## src/rtl/xcorr_peak_finder_pkg.sv

```systemverilog
// Purpose: shared constants, types and lag conversion for the xcorr peak finder.
// Latency: n/a (declarations only).
// Backpressure: n/a.
package xcorr_peak_finder_pkg;

  localparam int RES_W     = 32;
  localparam int LAG_W     = 6;
  localparam int MAX_LAG   = 31;
  localparam int NUM_LAGS  = 2 * MAX_LAG + 1;
  localparam int IDX_W     = $clog2(NUM_LAGS);
  localparam int AVG_LOG2  = 2;
  localparam int AVG_DEPTH = 1 << AVG_LOG2;
  localparam int SUM_W     = LAG_W + AVG_LOG2;

  typedef logic        [IDX_W-1:0] idx_t;
  typedef logic signed [LAG_W-1:0] lag_t;
  typedef logic signed [RES_W-1:0] res_t;
  typedef logic signed [SUM_W-1:0] sum_t;

  localparam res_t MIN_PEAK = '0;
  localparam idx_t LAST_IDX = idx_t'(NUM_LAGS - 1);

  // One accepted-frame lag handed from the peak tracker to the averager.
  typedef struct packed {
    logic vld;
    lag_t lag;
  } lag_push_t;

  // Frame index k corresponds to lag k - MAX_LAG.
  function automatic lag_t idx_to_lag(input idx_t k);
    return lag_t'($signed({2'b00, k}) - $signed((IDX_W + 2)'(MAX_LAG)));
  endfunction

endpackage

```

## src/rtl/xcorr_peak_finder_lag_avg_filter.sv

```systemverilog
// Purpose: moving average of the last AVG_DEPTH accepted lags (zero-filled history).
// Latency: lag_avg/avg_valid registered 1 cycle after a push.
// Backpressure: none; accepts a push every cycle.
// Ports: clk, rst_n (async low), clear (sync flush), push (vld+lag),
//        lag_avg (floor of mean), avg_valid (1-cycle pulse on update).
module lag_avg_filter
  import xcorr_peak_finder_pkg::*;
(
  input  logic      clk,
  input  logic      rst_n,
  input  logic      clear,
  input  lag_push_t push,
  output lag_t      lag_avg,
  output logic      avg_valid
);

  lag_t hist [AVG_DEPTH];
  sum_t sum;
  sum_t new_ext;
  sum_t old_ext;
  sum_t sum_next;

  // Running sum avoids re-adding the whole window: add newest, drop oldest.
  always_comb begin
    new_ext  = {{AVG_LOG2{push.lag[LAG_W-1]}}, push.lag};
    old_ext  = {{AVG_LOG2{hist[AVG_DEPTH-1][LAG_W-1]}}, hist[AVG_DEPTH-1]};
    sum_next = sum + new_ext - old_ext;
  end

  always_ff @(posedge clk or negedge rst_n) begin
    if (!rst_n) begin
      for (int i = 0; i < AVG_DEPTH; i++) hist[i] <= '0;
      sum       <= '0;
      lag_avg   <= '0;
      avg_valid <= 1'b0;
    end else if (clear) begin
      for (int i = 0; i < AVG_DEPTH; i++) hist[i] <= '0;
      sum       <= '0;
      lag_avg   <= '0;
      avg_valid <= 1'b0;
    end else begin
      avg_valid <= 1'b0;
      if (push.vld) begin
        for (int i = AVG_DEPTH - 1; i > 0; i--) hist[i] <= hist[i-1];
        hist[0]   <= push.lag;
        sum       <= sum_next;
        // Arithmetic shift floors toward -inf for negative sums.
        lag_avg   <= lag_t'(sum_next >>> AVG_LOG2);
        avg_valid <= 1'b1;
      end
    end
  end

endmodule

```

## src/rtl/xcorr_peak_finder.sv

```systemverilog
// Purpose: argmax over a serial frame of NUM_LAGS correlation results, plus lag averaging.
// Latency: lag_valid 1 cycle after the last result, avg_valid 2 cycles after it.
// Backpressure: none; one result per cycle, arbitrary gaps between results.
// Ports: clk, rst_n (async low), clear (sync flush, top priority), sof, res_valid, res_data;
//        lag_diff, peak_value, peak_ok, lag_valid, lag_avg, avg_valid, frame_err.
module xcorr_peak_finder
  import xcorr_peak_finder_pkg::*;
(
  input  logic                    clk,
  input  logic                    rst_n,
  input  logic                    clear,
  input  logic                    sof,
  input  logic                    res_valid,
  input  logic signed [RES_W-1:0] res_data,
  output logic signed [LAG_W-1:0] lag_diff,
  output logic signed [RES_W-1:0] peak_value,
  output logic                    peak_ok,
  output logic                    lag_valid,
  output logic signed [LAG_W-1:0] lag_avg,
  output logic                    avg_valid,
  output logic                    frame_err
);

  idx_t      idx;
  res_t      run_max;
  idx_t      run_arg;
  lag_push_t push;

  logic first;
  logic last;
  logic abort;
  res_t cand_max;
  idx_t cand_arg;
  logic cand_ok;
  lag_t cand_lag;

  always_comb begin
    // A sample arriving with sof always starts a new frame, even at the old frame's last slot.
    first    = res_valid && (sof || (idx == '0));
    last     = res_valid && !sof && (idx == LAST_IDX);
    abort    = sof && (idx != '0);
    cand_max = run_max;
    cand_arg = run_arg;
    if (first) begin
      cand_max = res_data;
      cand_arg = '0;
    end else if (res_valid && (res_data > run_max)) begin
      // Strict compare: ties keep the earlier, more negative lag.
      cand_max = res_data;
      cand_arg = idx;
    end
    cand_ok  = cand_max > MIN_PEAK;
    cand_lag = idx_to_lag(cand_arg);
  end

  always_ff @(posedge clk or negedge rst_n) begin
    if (!rst_n) begin
      idx        <= '0;
      run_max    <= '0;
      run_arg    <= '0;
      lag_diff   <= '0;
      peak_value <= '0;
      peak_ok    <= 1'b0;
      lag_valid  <= 1'b0;
      frame_err  <= 1'b0;
      push       <= '0;
    end else if (clear) begin
      idx        <= '0;
      run_max    <= '0;
      run_arg    <= '0;
      lag_diff   <= '0;
      peak_value <= '0;
      peak_ok    <= 1'b0;
      lag_valid  <= 1'b0;
      frame_err  <= 1'b0;
      push       <= '0;
    end else begin
      lag_valid <= 1'b0;
      frame_err <= abort;
      push      <= '0;
      if (res_valid) begin
        run_max <= cand_max;
        run_arg <= cand_arg;
        if (last) begin
          idx        <= '0;
          lag_valid  <= 1'b1;
          peak_value <= cand_max;
          peak_ok    <= cand_ok;
          if (cand_ok) lag_diff <= cand_lag;
          // Rejected frames never reach the averager.
          push.vld   <= cand_ok;
          push.lag   <= cand_lag;
        end else begin
          idx <= first ? idx_t'(1) : idx + idx_t'(1);
        end
      end else if (sof) begin
        idx <= '0;
      end
    end
  end

  lag_avg_filter u_avg (
    .clk      (clk),
    .rst_n    (rst_n),
    .clear    (clear),
    .push     (push),
    .lag_avg  (lag_avg),
    .avg_valid(avg_valid)
  );

endmodule
```

## config.mk

```make
export PLATFORM = sky130hd
export DESIGN_NAME = xcorr_peak_finder
export DESIGN_NICKNAME = d
export VERILOG_FILES = /design/src/rtl/xcorr_peak_finder_pkg.sv /design/src/rtl/xcorr_peak_finder_lag_avg_filter.sv /design/src/rtl/xcorr_peak_finder.sv
export SDC_FILE = /design/constraint.sdc
export NUM_CORES = 1
export LEC_CHECK = 0
export ABC_AREA = 1
export CAP_MARGIN = 10
export CORE_MARGIN = 2
export CORE_UTILIZATION = 56
export CTS_CLUSTER_DIAMETER = 120
export DETAILED_ROUTE_END_ITERATION = 16
export PLACE_DENSITY = 0.84
export SLEW_MARGIN = 20
export SYNTH_ARGS = -nofsm -noshare
export SYNTH_HDL_FRONTEND = slang
export SYNTH_SLANG_ARGS = --single-unit
```

## constraint.sdc

```tcl
create_clock -name clk -period 2.9 [get_ports clk]
set_input_delay 0.58 -clock clk [delete_from_list [all_inputs] [get_ports clk]]
set_output_delay 0.58 -clock clk [all_outputs]
set_load 0.005 [all_outputs]
```

Yosys cells after proc, flatten, opt, wreduce, memory -nomap -nowiden. Index checks and enable logic that the tools add are counted. Widths: inputs -> output; s select.

Input port bits: 37. Bits in registers: 131. Word-level logic and storage cells: 78.

Reduce and logical (&&, ||, !) cells: 16. Mux-type cells: 38. Equality and inequality tests: 1. $lt $le $gt $ge: 2. Add/subtract/negate cells: 4.

Operator list (count): $mux 32 (7); $mux 6 (15); $mux 24 (2); $gt 32x1->1 const B (1); $gt 32x32->1 (1); $mux 7 (3); $mux 8 (2); $mux 1 (9); $add 8x6->8 (1); $reduce_bool 2->1 (4); $sub 8x6->8 (1); $add 6x1->6 const B (1); $eq 6x6->1 const B (1); $logic_not 6->1 (1); $reduce_bool 6->1 (1); $sub 6x5->6 const B (1); $logic_and 1x1->1 (5); $reduce_and 3->1 (1); $reduce_bool 3->1 (1); $reduce_and 2->1 (1); $logic_not 1->1 (1); $logic_or 1x1->1 (1).

Depth between registers and ports, before layout.
Depth in word-level cells: 9. Mapped depth: 27. Gate-level depth less buffers: 26.

By module. From an unflattened synthesis, not the netlist that was laid out.

Cell total of the unflattened synthesis: 874. Area total of the unflattened synthesis: 6851.6 sq um.

Modules (own cells, without submodules): xcorr_peak_finder (times used 1, seq. area each 2302.2 sq um, area each 5033.6 sq um, cells each 665); lag_avg_filter (times used 1, seq. area each 825.8 sq um, area each 1818.0 sq um, cells each 209).

Worst setup path before layout. No wires, ideal clock.

Kind: input to register. Start point: input res_data[31]. End point: register lag_diff[4]. Slack: -0.004 ns. Arrival time: 2.839 ns. Buffers on the path: 2. Stages on the path: 19. Path through: ha_1 -> a21oi_1 -> o21a_1 -> nand2_1 -> a21oi_2 -> nand2_1 -> nand2_2 -> nand3_4 -> buf_8 -> buf_6 -> o211ai_2 -> inv_1 -> ha_1 -> nand3_1 -> nor2_1 -> xor2_1 -> nor2_1 -> nand2_1 -> nand2_1.

Cells in the longest elaborated chain, start to end: 9. Elaborated cells between the ends (all ways): 14. Those cells by class: add/sub: 1; order compare: 2; mux: 8; reduce/logical: 3.

Ends and longest elaborated chain: from (decl) (RTL line xcorr_peak_finder.sv:14) `input logic signed [RES_W-1:0] res_data,`; parallel branches: the longest is 9 deep, another holds $gt 32x32->1; to (signal assigned) (RTL line xcorr_peak_finder.sv:89) `if (cand_ok) lag_diff <= cand_lag;`; to (decl) (RTL line xcorr_peak_finder.sv:15) `output logic signed [LAG_W-1:0] lag_diff,`.

Parallel ways; which one is timed is not known. The select of a mux whose other input is x is not followed. A chain may end at the register's enable or synchronous reset.

Final worst setup path.
Start point: input res_data[5]. End point: register lag_diff[3].

The elaborated chain is that of the path after synthesis.

==> reports/metrics.csv <==
stage,metric,value,unit
synthesis,register area share after synthesis,0.460,
detailed_routing,final WL,20500,um
die,placement row count,40,
power_and_ir_drop,VDD IR max,0.000399,V
synthesis,Synth Cell Area,0.00680,mm2
clock_network,total CTS buffers,17,
die,IO Count,85,
clock_network,"Clk pin slew, worst setup/hold paths",0.05,ns
power_and_ir_drop,leakage,4.66,nW
synthesis,Gate Count Post-Synth,849,
global_routing,total global routing overflow,0,
clock_network,CTS max path bufs,2,
detailed_routing,via count,6539,
sta,Max Slew Vio Count,0,
setup_path,kind of critical path,input port to flip-flop,
setup_path,worst-path fanout max,8,
cells_and_area,nets,1084,
global_routing,largest net degree at the start of global routing,49,
die,Initial Utilization,0.571,
cells_and_area,diode count,0,
placement,Routability Congestion,0.856,
sta,fin crit period,3.09,ns
setup_path,Required @ worst endpoint,3.26,ns
clock_network,worst skew pair latency,0.43,ns
cells_and_area,Finished Core Util,0.769,
synthesis,synth warn,0,
global_routing,initial antenna violation count,0,
detailed_routing,WL met1,7750,um
worst_hold_path,Min-Delay Path Class,input port to async pin,
cells_and_area,filler cell count,710,
detailed_routing,Residual DRC,0,
setup_path,CP endpoint kind,flip-flop,
sta,RSZ-0062 raised after global routing,true,
sta,Least-Margin Pin Slew,0.534,ns
setup_path,element type at the critical path start,input port,
synthesis,Synth Net Count,938,
die,Core Box Area,0.0119,mm2
sta,Fin. Hold Viols,0,
run_status,violated checks,setup timing,
sta,# setup viols final,10,
global_routing,vias in the first global route,6431,
detailed_routing,Vias/cell,5.67,
cells_and_area,layout cells sized above 1,0.204,
detailed_routing,post-DR wirelength/cell,17.8,um
cells_and_area,multi-input logic area,0.00328,mm2
global_routing,global-route wire length before repair,31800,um
die,Die Span Y,114,um
sta,Fmax achieved,0.324,GHz
power_and_ir_drop,total power,5.28,mW
sta,Final Cycle Share,1.07,
die,DIE WIDTH,114,um
synthesis,synth unique cells,40,
clock_network,Sink Count,125,
run,Max-Cap Viols,0,
clock_network,CTS tree,built,
power_and_ir_drop,PD cells,576,mW/mm2
cells_and_area,area grow syn2layout,34.8,%
detailed_routing,met3 WL,1680,um
placement,DP HPWL,11300,um
setup_path,reg2reg path depth,23,
synthesis,Mean Syn Cell Area,8.01,um2
detailed_routing,Max Used Layer,met4,
cells_and_area,Register Area,0.00313,mm2
placement,IO buf count,84,
clock_network,root buf cell,clkbuf_16,
run_status,status,"complete, but fails checks",
sta,final setup margin,-0.189,ns
setup_path,arrival time of the worst setup path,3.45,ns
sta,Slew headroom,0.643,
clock_network,CTS HTree Levels,4,
synthesis,post-synthesis register bit count,125,
sta,clk_skew,0.00894,ns
global_routing,GRT Util Overall,0.317,
detailed_routing,met2 WL,10100,um
die,die area,0.0130,mm2
detailed_routing,Antenna Nets Post-Route,0,
clock_network,hold buffers post-CTS,0,
detailed_routing,initial DRC count,734,
detailed_routing,drt first pass iters,6,
-- worst paths after layout --
check	start	to	slack (ns)
setup / recovery	res_data[5]	lag_diff[3]	-0.19
hold / removal	rst_n	run_max[4]	0.11
setup reg to reg	run_max[5]	lag_diff[3]	-0.17
hold reg to reg	peak_value[5]	peak_value[5]	0.48
max in group asynchronous	rst_n	u_avg.hist[20]	2.08
min in group clk	peak_value[5]	peak_value[5]	0.48
-- where the power goes --
group / switching (mW) / total [mW] / internal [mW] / leakage [nW]
Sequential: 0.0530 / 1.90 / 1.85 / 1.69
Clock: 0.796 / 2.12 / 1.33 / 0.283
Combinational: 0.698 / 1.25 / 0.555 / 2.69
-- layer usage --
metal,vias up,track usage
met2,433,0.522
met5,-,0
met4,0,0.180
met1,3082,0.387
li1,2915,-
met3,109,0.0699
-- synth_stat cells, drive strengths merged --
library cell / count / share of area
a31oi: 1 / 0.00092
nor3b: 1 / 0.0011
o32ai: 3 / 0.0039
o21a: 2 / 0.0022
clkinv: 1 / 0.00055
a21o: 1 / 0.0011
nand4: 3 / 0.0028
a21boi: 1 / 0.0017
xnor2: 1 / 0.0013
clkbuf: 13 / 0.0072
a21oi: 24 / 0.018
o22ai: 20 / 0.018
xor2: 4 / 0.0052
ha: 45 / 0.083
nand2: 261 / 0.15
dfrtp: 125 / 0.46
nand3: 43 / 0.036
nand3b: 1 / 0.0011
nor4: 1 / 0.00092
o211ai: 3 / 0.0055
buf: 18 / 0.021
o21ai: 26 / 0.020
nor3: 6 / 0.0044
fa: 7 / 0.021
nor2: 91 / 0.054
inv: 147 / 0.081
-- kinds of logic (layout without fill, tap and decap cells) --
logic type,after synthesis,in the layout,synth area share
adders and majority gates,52,52,0.103
buffers and inverters,179,337,0.110
xor gates and xnor gates,5,5,0.00644
AOI/OAI and AO/OA,81,81,0.0722
and+or+nand+nor,407,407,0.248
DFF,125,125,0.460
-- flip-flops by register name (all words and copies together), names as in the netlist, 6 cells and up --
name           count
idx                6
lag_diff           6
peak_value        32
push               7
run_arg            6
run_max           32
u_avg.hist        24
u_avg.lag_avg      6
-- cell usage in the layout (no fill, tap or decap), types with 3 or more instances in the layout --
| master | Yosys | routed |
|---|---|---|
| buf_6 | 3 | 4 |
| ha_1 | 45 | 28 |
| xor2_1 | 4 | 4 |
| o21ai_1 | 4 | 5 |
| inv_2 | 4 | 16 |
| o32ai_1 | 3 | 3 |
| nor3_1 | 6 | 6 |
| nand3_2 | 3 | 10 |
| o22ai_1 | 20 | 20 |
| nand4_1 | 3 | 3 |
| o21ai_0 | 20 | 15 |
| a21oi_1 | 23 | 17 |
| ha_4 | 0 | 14 |
| clkdlybuf4s15_2 | 0 | 4 |
| inv_1 | 143 | 131 |
| nor2_2 | 5 | 12 |
| buf_4 | 7 | 67 |
| fa_1 | 7 | 7 |
| a21oi_2 | 1 | 7 |
| clkbuf_8 | 0 | 3 |
| ha_2 | 0 | 3 |
| o21ai_2 | 2 | 4 |
| clkbuf_16 | 0 | 17 |
| nor2_1 | 84 | 75 |
| dfrtp_1 | 125 | 125 |
| nand2_1 | 254 | 242 |
| dlygate4sd2_1 | 0 | 25 |
| nor2_4 | 2 | 4 |
| clkdlybuf4s15_1 | 0 | 3 |
| buf_12 | 0 | 3 |
| nand3_1 | 39 | 31 |
| nand2_2 | 6 | 18 |
| clkdlybuf4s50_1 | 0 | 51 |
-- layout make-up --
type,count,area share
Clock buffer,22,0.0517
Inverter,148,0.0606
Tap cell,147,0.0201
Timing Repair Buffer,158,0.156
Sequential cell,125,0.341
Multi-Input combinational cell,545,0.358
Clock inverter,9,0.0122
-- critical path, cell delays in order --
cell and delay, ns:
dlygate4sd2_1 0.28, ha_4 0.28, a21oi_2 0.17, nor2_1 0.08, nor2_1 0.14, nand2_1 0.09
nand2_1 0.06, nand2_1 0.07, nand2_2 0.09, nand3_2 0.10, nand3_4 0.14, nand2_8 0.09
buf_6 0.15, buf_4 0.13, o21ai_2 0.13, nand2_1 0.09, nor2_1 0.13, nand2_1 0.11
nor2_2 0.14, nand2_2 0.09, nand3_4 0.13, nand3_2 0.08, nand2_1 0.08
-- timing repair --
item,in CTS,in global routing
pin swaps,50,30
setup buffers,11,4
setup endpoints to repair,12,15
cloned,0,0
resized for setup,99,29
-- metrics by stage --
| step | setup WS [ns] | setup TNS, ns | hold WS, ns | area (um2) | instances |
|---|---|---|---|---|---|
| after floorplan | 0.0204 | 0 | 0.284 | 6810 | 849 |
| after global placement | -0.520 | -7.76 | 0.466 | 8120 | 1108 |
| after detailed placement | -0.642 | -12.27 | 0.465 | 8120 | 1108 |
| after CTS | -0.0109 | -0.0109 | 0.131 | 9020 | 1150 |
| after global routing | -0.297 | -2.90 | 0.152 | 9170 | 1154 |
| final | -0.189 | -1.60 | 0.113 | 9170 | 1154 |
(Power assumes the default switching activity.)
